[src/rtl/struct_word_packer.sv]
// Byte-pair to 16-bit word packer with pad-on-flush and an output FIFO.
// Words are emitted high byte first on a valid/ready interface.
module struct_word_packer #(
    parameter int DEPTH = 4
) (
    input  logic                       clk,
    input  logic                       rst,
    input  logic [7:0]                 i_byte,
    input  logic                       i_byte_valid,
    output logic                       o_byte_ready,
    input  logic                       i_flush,
    output logic [15:0]                o_packed_data,
    output logic                       o_valid,
    input  logic                       i_ready,
    output logic [$clog2(DEPTH):0]     o_level,
    output logic [15:0]                o_word_count
);

    localparam int AW = $clog2(DEPTH);
    localparam int LW = AW + 1;

    typedef enum logic {
        S_HI = 1'b0,
        S_LO = 1'b1
    } state_t;

    state_t         state;
    logic           flush_pend;
    logic [7:0]     hi_reg;
    logic [15:0]    mem [DEPTH];
    logic [AW-1:0]  wr_ptr;
    logic [AW-1:0]  rd_ptr;
    logic [LW-1:0]  level;
    logic [15:0]    word_count;

    logic           full;
    logic           accept;
    state_t         state_after;
    logic [7:0]     hi_after;
    logic           pend_eff;
    logic           byte_push;
    logic           pad_push;
    logic           push;
    logic [15:0]    push_data;
    logic           pop;

    assign full         = (level == LW'(DEPTH));
    assign o_byte_ready = !flush_pend && ((state == S_HI) || !full);
    assign o_valid      = (level != '0);
    assign o_packed_data = mem[rd_ptr];
    assign o_level      = level;
    assign o_word_count = word_count;

    // Flush is judged against the state after this cycle's byte, so a
    // high byte arriving with i_flush is padded out in the same cycle.
    always_comb begin
        accept      = i_byte_valid && o_byte_ready;
        state_after = state;
        hi_after    = hi_reg;
        byte_push   = 1'b0;
        if (accept) begin
            if (state == S_HI) begin
                state_after = S_LO;
                hi_after    = i_byte;
            end else begin
                state_after = S_HI;
                byte_push   = 1'b1;
            end
        end
        pend_eff  = flush_pend || (i_flush && (state_after == S_LO));
        pad_push  = pend_eff && !full;
        push      = byte_push || pad_push;
        push_data = byte_push ? {hi_reg, i_byte} : {hi_after, 8'h00};
        pop       = o_valid && i_ready;
    end

    always_ff @(posedge clk or posedge rst) begin
        if (rst) begin
            state      <= S_HI;
            flush_pend <= 1'b0;
            hi_reg     <= 8'h00;
            wr_ptr     <= '0;
            rd_ptr     <= '0;
            level      <= '0;
            word_count <= 16'h0000;
            for (int i = 0; i < DEPTH; i++) begin
                mem[i] <= 16'h0000;
            end
        end else begin
            hi_reg <= hi_after;
            if (pad_push) begin
                state      <= S_HI;
                flush_pend <= 1'b0;
            end else begin
                state      <= state_after;
                flush_pend <= pend_eff;
            end
            if (push) begin
                mem[wr_ptr] <= push_data;
                wr_ptr      <= wr_ptr + 1'b1;
                word_count  <= word_count + 16'd1;
            end
            if (pop) begin
                rd_ptr <= rd_ptr + 1'b1;
            end
            unique case ({push, pop})
                2'b10:   level <= level + 1'b1;
                2'b01:   level <= level - 1'b1;
                default: level <= level;
            endcase
        end
    end

endmodule

[config.mk]
export PLATFORM = sky130hd
export DESIGN_NAME = struct_word_packer
export DESIGN_NICKNAME = d
export VERILOG_FILES = /design/src/rtl/struct_word_packer.sv
export SDC_FILE = /design/constraint.sdc
export NUM_CORES = 1
export LEC_CHECK = 0
export CAP_MARGIN = 20
export CELL_PAD_IN_SITES_DETAIL_PLACEMENT = 0
export CELL_PAD_IN_SITES_GLOBAL_PLACEMENT = 1
export CORE_AREA = 5 5 128 100
export CTS_CLUSTER_SIZE = 12
export DETAILED_ROUTE_END_ITERATION = 16
export DIE_AREA = 0 0 133 105
export GPL_ROUTABILITY_DRIVEN = 1
export PLACE_DENSITY = 0.79
export SYNTH_ARGS = -nofsm -noshare
export SYNTH_HDL_FRONTEND = slang
export SYNTH_SLANG_ARGS = --single-unit
[constraint.sdc]
create_clock -name clk -period 4 [get_ports clk]
set_clock_uncertainty 0.05 [all_clocks]
set_input_delay 0.4 -clock clk [delete_from_list [all_inputs] [get_ports clk]]
set_output_delay 0.4 -clock clk [all_outputs]
set_load 0.1 [all_outputs]
==> impl_metrics.ini <==
[grt]
globalRoute.totalOverflow = 0
grt_first_pass_wirelength_um = 15800
grt_start_max_net_pins = 56
grt_pass1_vias = 2812
initial_antenna_violation_count = 0
groute.usage.overall_pct = 14.3

[clocking]
clock_insertion_delay_worst_skew_ns = 0.34
tritoncts_clock_tree = built
post_cts.resized_instances = 0
cts_buffers = 9
cts.clk_slew.worst_paths_ns = 0.07
max-clock-path-buffers = 2
ctsHtreeMaxLevel = 3
clock-sinks = 97
postCtsSetupBuffers = 0
ctsHoldBuffers = 0
clock_tree.root_cell = sky130_fd_sc_hd__clkbuf_16

[synth]
syn-num-nets = 316
largest_area_contributor_in_the_synthesized_netlist = sky130_fd_sc_hd__dfrtp_1
ys_top_cells_by_area = sky130_fd_sc_hd__dfrtp_1 (55%), sky130_fd_sc_hd__mux2_2 (10%), sky130_fd_sc_hd__mux4_2 (8.1%)
yosys.cell_types.count = 35
syn_avg_cell_area_um2 = 15.0
most_used_flip_flop_cell_after_synthesis = sky130_fd_sc_hd__dfrtp_1
yosys_warns = 0
mappedNetlistArea_um2 = 4440
synth_edf_count = 0
top_area_cell_type_share_of_the_netlist_area_pct = 54.7
asr_flop_ratio_synth_pct = 100
postSynthRegisterBits = 97
yosys-top-cells-count = sky130_fd_sc_hd__dfrtp_1 (97), sky130_fd_sc_hd__mux2_2 (41), sky130_fd_sc_hd__a32o_1 (32)
ys_seq_area_share_pct = 54.7
yosys.cell_count.top_type = sky130_fd_sc_hd__dfrtp_1
synth_cells = 295

[worst_setup_path]
cpPeakStageDelay_ns = 0.59
critPathKind = reg2reg
crit_chain = nor2_1, a31oi_4, and2_1, ha_1, a211oi_2, nor2_2, nand2_1, mux2_2
cp_slowest_cell = sky130_fd_sc_hd__nand2_1
critical_path_arrival_ns = 3.33
cp_data_required_time_ns = 4.17
element_type_at_the_critical_path_start = flop
cp_num_buf_inv = 0
critPathTopFamily = simple AND/OR/NAND/NOR gates
crit_path_end_kind = flop
worstPathMaxFanout = 16

[sta]
max-slew-margin-rel_pct = 33.8
slew_viol_final = 0
timing.setup.tns_ns = 0
report.final.hold_viol_count = 0
max_freq_mhz = 317
worst_pin_slew_ns = 0.990
finalCriticalPeriod_ns = 3.16
final-setup-viol-count = 0
fin_crit_sh_pct = 79.0
grt_setup_unrepaired = no

[route]
met3WireLength_um = 387
topRoutingLayerUsed = met4
routed-via-count = 2687
drt_drc_violations_left = 0
avgRoutedWirePerCell_um = 19.4
detailed_routed_wire_length_on_met2_um = 4270
dr.pass1.iters = 4
routedLengthMet1_um = 4670
detailed_route_iter0_violations = 136
routed_wl_um = 9450
routed_via_density = 5.51
drt.antenna.violating_nets = 0

[final_layout]
n_antenna_cell = 0
layout_cell_share_with_drive_strength_beyond_1_pct = 31.7
net_total_in_the_final_layout = 361
flow.area_growth_from_synthesis_pct = 19.7
stdcell_count = 488
fillerInstances = 992
multi_input_comb_area_um2 = 1880
largest_register_ffs = 64
register_area_um2 = 2430

[floorplan]
design.portCount = 50
area_of_the_core_region_um2 = 11400
floorplan.initialDensity_pct = 39.1
std_cell_rows = 34
die-width_um = 133
floorplan_die_height_um = 105
design.die.area_um2 = 14000

[worst_hold_path]
holdCritPathClass = reg2reg

[placement]
numPortBuffers = 49
dpl.cell_count = 473
hpwl_um = 6120
gp_congestion = 0.711

[status]
run_status = completed

[job]
max_capacitance_violation_count = 0
[cell usage in the layout (no fill, tap or decap), types with 2 or more instances in the layout]
cell and count:
sky130_fd_sc_hd__nand2_1 10, sky130_fd_sc_hd__and3_1 2, sky130_fd_sc_hd__ha_1 7, sky130_fd_sc_hd__clkbuf_1 2
sky130_fd_sc_hd__dfrtp_1 95, sky130_fd_sc_hd__clkinv_2 2, sky130_fd_sc_hd__dfrtp_2 2, sky130_fd_sc_hd__clkbuf_16 9
sky130_fd_sc_hd__nand3_1 6, sky130_fd_sc_hd__mux4_2 16, sky130_fd_sc_hd__xor2_1 5, sky130_fd_sc_hd__inv_1 6
sky130_fd_sc_hd__buf_4 18, sky130_fd_sc_hd__mux2_4 8, sky130_fd_sc_hd__nor2_1 3, sky130_fd_sc_hd__xnor2_1 16
sky130_fd_sc_hd__o21ai_0 2, sky130_fd_sc_hd__mux2_2 41, sky130_fd_sc_hd__a32o_1 32, sky130_fd_sc_hd__bufinv_16 2
sky130_fd_sc_hd__nand4_1 3, sky130_fd_sc_hd__clkdlybuf4s50_1 33, sky130_fd_sc_hd__nand2_4 3, sky130_fd_sc_hd__and2_1 6
[kinds of logic after synthesis]
kind of cell,count (synthesis),synth area share [%]
muxes,66,21.4
xor gates and xnor gates,21,4.14
AOI/OAI and AO/OA,37,7.98
buffers and inverters,25,3.30
DFF,97,54.7
and+or+nand+nor,41,6.03
adders and majority gates,8,2.42
[per-layer routing]
metal / GRT usage [%] / vias up
li1: - / 1196
met5: 0 / -
met4: 3.93 / 0
met2: 21.6 / 55
met1: 20.3 / 1424
met3: 4.08 / 12
[worst reg2reg max path, stage by stage, from the launching register on]
cell and delay, ns:
sky130_fd_sc_hd__dfrtp_2 0.46, sky130_fd_sc_hd__nor2_1 0.24, sky130_fd_sc_hd__a31oi_4 0.11, sky130_fd_sc_hd__and2_1 0.17, sky130_fd_sc_hd__ha_1 0.31, sky130_fd_sc_hd__a211oi_2 0.11
sky130_fd_sc_hd__nor2_2 0.55, sky130_fd_sc_hd__nand2_1 0.59, sky130_fd_sc_hd__mux2_2 0.45
[layout make-up]
type | count | area share (%)
Clock inverter | 3 | 1.22
Clock buffer | 12 | 4.64
Inverter | 7 | 0.518
Multi-Input combinational cell | 173 | 35.4
Tap cell | 144 | 3.39
Timing Repair Buffer | 52 | 9.13
Sequential cell | 97 | 45.7
[stage by stage]
step           setup WS (ns)  hold slack (ns)  utilization, %  area (um2)
2_1_floorplan          0.138            0.408               -        4460
3_3_place_gp           0.899            0.412            44.1        5000
4_1_cts                0.812            0.441            46.8        5320
6_report               0.841            0.432            46.8        5320
3_5_place_dp           0.834            0.423            44.1        5000
5_1_grt                0.631            0.445            46.8        5320
[final timing paths]
kind	start	endpoint	slack, ns	depth (start not counted)
worst max-delay path	o_level[0]$_DFFE_PP0P_	mem[13]$_DFFE_PP0P_	0.84	8
worst min-delay path	o_word_count[15]$_DFFE_PP0P_	o_word_count[15]$_DFFE_PP0P_	0.43	1
worst max register to register	o_level[0]$_DFFE_PP0P_	mem[13]$_DFFE_PP0P_	0.84	8
worst min register to register	o_word_count[15]$_DFFE_PP0P_	o_word_count[15]$_DFFE_PP0P_	0.43	1
max in group asynchronous	rst	mem[28]$_DFFE_PP0P_	2.72	3
min in group asynchronous	rst	mem[32]$_DFFE_PP0P_	0.45	2
Power is not shown: default switching activity piles up to over one toggle a cycle in this logic, so the estimate is an artifact.
==> variant 1: new RTL, same settings <==
Set the parameter `DEPTH` to 8 (it was 4).
--- a/src/rtl/struct_word_packer.sv
+++ b/src/rtl/struct_word_packer.sv
@@ -1,7 +1,7 @@
 // Byte-pair to 16-bit word packer with pad-on-flush and an output FIFO.
 // Words are emitted high byte first on a valid/ready interface.
 module struct_word_packer #(
-    parameter int DEPTH = 4
+    parameter int DEPTH = 8
 ) (
     input  logic                       clk,
     input  logic                       rst,
Interface: changed (resized o_level); port bits go from 50 to 51. No check against the original RTL was run, so the function may have changed too.
==> variant 1 against the unedited design <==
  * Wire length up 65%
  * Final cell count rose by 44%
  * Setup slack lost 0.35 ns
  * Sequential cell count increased by 67
  * Synthesized area up 72%
  * Hold slack lost 0.0098 ns
  * Utilization increased by 31 points
  * Cell area is 66% higher
  * Highest routed layer unchanged
Power is left out: the tool's default activity adds up to more than one toggle a clock period on the data nets, which glitch-free logic cannot reach.
==> variant 1: results (changes against the unedited design) <==
Synthesis
  – Library cells used by synthesis: 39 (+11%)
  – Yosys warnings: 0 (unchanged)
  – Syn Nets: 521 (+65%)
  – Top cells by count, synth: dfrtp_1 (164), mux2_2 (150), mux4_2 (32)
  – Synth area leaders: dfrtp_1 (54%), mux2_2 (22%), mux4_2 (9.4%)
  – Top FF cell, synth: dfrtp_1
  – Async SR Flop Fraction: 100.0% (unchanged)
  – Seq/Total Area, Yosys: 53.63% (-1.0 points)

Timing
  – Max-slew headroom: 31.52% (-2.3 points)
  – Endpoints failing setup: 0 (unchanged)

Clock network
  – Cts bufs inserted: 17 (+8)
  – Worst skew pair latency: 0.41 ns (+0.07 ns)
  – Clk root buf: clkbuf_16
  – Max H-tree Level: 4 (+1)
  – Post-CTS Resized: 0 (unchanged)
  – Clk slew on worst S/H paths: 0.06 ns
  – Post-CTS Setup Inserts: 0 (unchanged)
  – Clk buf depth: 2 (unchanged)

Drt
  – Vias/cell: 6.135 (+11%)
  – TritonRoute pass-1 iters: 4 (unchanged)
  – Detail-routed net length per standard cell: 22.20 um (+15%)
  – Starting DRC count in detailed routing: 304 (+120%)

Worst hold path
  – Hold-critical path depth: 1 (unchanged)
  – Worst Hold Class: register to register

Placement
  – IO Port Bufs: 50 (+2.0%)
  – Detail Placement HPWL: 9.609 mm (+57%)
  – Dpl ws: 0.5412 ns (-0.2927 ns)
  – Routability cong.: 0.7595 (+6.8%)

Global routing
  – Largest net degree at the start of global routing: 165 (+190%)
  – Vias in the first global route: 4739 (+69%)
  – Initial antenna violation count: 0 (unchanged)
  – Total GRT Usage: 24.22% (+9.9 points)
  – First-pass GRT wire length: 26.39 mm (+67%)

Layout
  – Antenna Cells: 0 (unchanged)
  – Max reg flops: 128 (+100%)
  – FILL cells: 653 (-34%)
  – Final #Nets: 567 (+57%)
  – Share of layout cells above drive strength 1: 46.69% (+15 points)

Setup path
  – Peak fanout along the critical path: 11 (-5)
  – Worst Reg2Reg Path Length in Cells: 11 (+3)
  – Crit path DAT: 3.76 ns (+0.43 ns)

Run status
  – Run status: finished, final reports clean
[variant 1: logic make-up (layout without fill, tap and decap cells)]
| group | count (synthesis) | after routing | share of synthesized area (%) |
|---|---|---|---|
| mux | 194 | 194 | 33.75 |
| compound gates | 8 | 8 | 0.6212 |
| fa+ha+maj | 7 | 7 | 1.144 |
| xor+xnor | 24 | 24 | 2.747 |
| flops | 164 | 164 | 53.63 |
| buf+inv | 40 | 98 | 2.714 |
| simple gates | 64 | 64 | 5.396 |
[variant 1: routing by layer]
layer	up-vias	global-route usage [%]	routed length [um]	part of all wire, %
met1	2302	35.97	7554	48
met4	0	5.341	127	0.81
met2	71	37.50	7411	47
met3	11	5.043	511	3.3
met5	-	0	0	0
li1	1929	-	-	-
[variant 1: worst paths after layout]
| path | start | endpoint | slack [ns] |
|---|---|---|---|
| setup / recovery | o_level[1]$_DFFE_PP0P_ | mem[95]$_DFFE_PP0P_ | 0.49 |
| hold / removal | o_word_count[15]$_DFFE_PP0P_ | o_word_count[15]$_DFFE_PP0P_ | 0.42 |
| setup reg to reg | o_level[1]$_DFFE_PP0P_ | mem[95]$_DFFE_PP0P_ | 0.49 |
| max in group asynchronous | rst | hi_reg[2]$_DFF_PP0_ | 2.70 |
| hold reg to reg | o_word_count[15]$_DFFE_PP0P_ | o_word_count[15]$_DFFE_PP0P_ | 0.42 |
| min in group asynchronous | rst | o_word_count[15]$_DFFE_PP0P_ | 0.51 |
[variant 1: cell type report]
type | count | share of cell area, %
multi-input cells | 297 | 37.98
clock inverters | 12 | 1.645
repair buffers | 63 | 6.465
inverters | 4 | 0.2127
well taps | 144 | 2.042
clock buffers | 19 | 5.133
flip-flops and latches | 164 | 46.52
[variant 1: metrics by stage]
stage	std cells	area, um^2
finish	703	8825
global route	703	8825
CTS	703	8825
detailed placement	672	8227
global placement	672	8227
floorplan	501	7667
[variant 1: critical path, stage by stage, from the launching register on]
cell and delay [ns]:
dfrtp_1 0.48, nor4b_1 0.38, buf_4 0.19, a21oi_4 0.05, and2_1 0.16, ha_1 0.28
a21o_1 0.14, a21o_1 0.16, inv_2 0.12, or4b_1 0.77, buf_4 0.31, mux2_2 0.28
==> variant 2: new RTL, same settings <==
Without the edit above. Register the output `o_level` once more, cleared by the reset; this adds one clock of latency there. The other outputs are not delayed to match.
--- a/src/rtl/struct_word_packer.sv
+++ b/src/rtl/struct_word_packer.sv
@@ -48,7 +48,13 @@
     assign o_byte_ready = !flush_pend && ((state == S_HI) || !full);
     assign o_valid      = (level != '0);
     assign o_packed_data = mem[rd_ptr];
-    assign o_level      = level;
+    always_ff @(posedge clk or posedge rst) begin
+        if (rst) begin
+            o_level <= '0;
+        end else begin
+            o_level <= level;
+        end
+    end
     assign o_word_count = word_count;
 
     // Flush is judged against the state after this cycle's byte, so a
Function: changed (a bounded check fails within 4 cycles, from zero or initial values and one cycle with rst high).
==> variant 2 against the unedited design <==
  * First-iteration DRC count rose by 32%
  * Via count fell by 0.19%
  * Count of clock-buffer cells in the layout fell by 2
  * Critical endpoint is now level[2]$_DFFE_PP0P_
  * Critical path type unchanged
  * Sequential share of layout area rose by 0.34 points
  * Cell area rose by 2.2%
  * Sequential cell count rose by 3
  * Setup slack improved by 0.067 ns
  * Wire length rose by 3.0%
  * Synthesized area rose by 2.1%
Power is not shown: default switching activity piles up to over one toggle a cycle in this logic, so the estimate is an artifact.
==> variant 2: results (changes against the unedited design) <==
Run status
  – Run status: finished, final reports clean

Synthesis
  – Top cells by count, synth: dfrtp_1 (100), mux2_2 (35), a32o_1 (32)
  – Syn Nets: 319 (+0.95%)
  – Mean Syn Cell Area: 15.21 um^2 (+1.1%)
  – Synth area leaders: dfrtp_1 (55%), mux2_2 (8.7%), mux4_2 (7.9%)
  – Mux contribution to synthesized area: 21.50% (+0.053 points)
  – Synth Area in XOR/XNOR: 4.057% (-0.086 points)
  – Synth Area in Compound Gates: 7.811% (-0.17 points)

Setup path
  – R2R setup slack: 0.91 ns (+0.07 ns)
  – Crit path to: level[2]$_DFFE_PP0P_
  – Worst Reg2Reg Path Length in Cells: 14 (+6)
  – Peak fanout along the critical path: 11 (-5)
  – Crit path DAT: 3.31 ns (-0.02 ns)
  – CP startpoint: level[0]$_DFFE_PP0P_

Global routing
  – Met1 Use GR: 19.37% (-0.91 points)
  – Met3 usage: 3.602% (-0.48 points)
  – Met2 global-route usage: 23.33% (+1.7 points)
  – Largest net degree at the start of global routing: 43 (-23%)
  – First-pass GRT wire length: 15.78 mm (about the same)
  – Total GRT Usage: 14.37% (+0.063 points)
  – Vias in the first global route: 2854 (+1.5%)

Drt
  – Vias post-DR: 2682 (-0.19%)
  – Detail-routed net length per standard cell: 19.62 um (+1.4%)
  – Starting DRC count in detailed routing: 180 (+32%)
  – Metal3 WL: 344 um (-11%)
  – Vias/cell: 5.407 (-1.8%)
  – Met1 WL: 4.404 mm (-5.7%)

Placement
  – Dpl ws: 0.8891 ns (+0.05519 ns)
  – Routability cong.: 0.7345 (+3.3%)
  – Post-DP Area: 5107 um^2 (+2.1%)

Layout
  – FILL cells: 978 (-1.4%)
  – Final #Nets: 368 (+1.9%)

Timing
  – Final Hold Slack: 0.4093 ns (-0.02292 ns)
  – Min Tclk post-route: 3.091 ns (-0.06749 ns)
  – Slew @ Worst Pin: 0.9896 ns (-0.0005909 ns)

Worst hold path
  – Worst Hold Class: input port to asynchronous set/reset pin
variant 2: cell count changes in the layout (fill, tap and decap cells not counted), moves of 2 or more:
cell	unedited run	this run
and2_1	6	4
buf_4	18	23
clkbuf_1	2	0
clkinvlp_4	0	3
dfrtp_1	95	100
dfrtp_2	2	0
mux2_2	41	35
mux2_4	8	14
variant 2: worst max-delay path, cell delays in order (launching register included):
cell      delay (ns)
dfrtp_1         0.47
nor2_1          0.22
a31oi_2         0.12
and2_1          0.18
ha_1            0.31
a211oi_2        0.31
nor2_1          0.08
buf_4           0.20
inv_1           0.07
ha_1            0.17
inv_1           0.06
fa_1            0.37
xor2_1          0.15
nor2_1          0.11
xor2_1          0.15
variant 2: cell type report:
class                   instances  area (um^2)  share of cell area [%]
flip-flops and latches        100         2502                   46.05
multi-input cells             173         1893                   34.84
repair buffers                 56        503.0                   9.256
clock buffers                  10        239.0                   4.398
well taps                     144        180.2                   3.316
clock inverters                 6        87.58                   1.612
inverters                       7        28.78                  0.5296
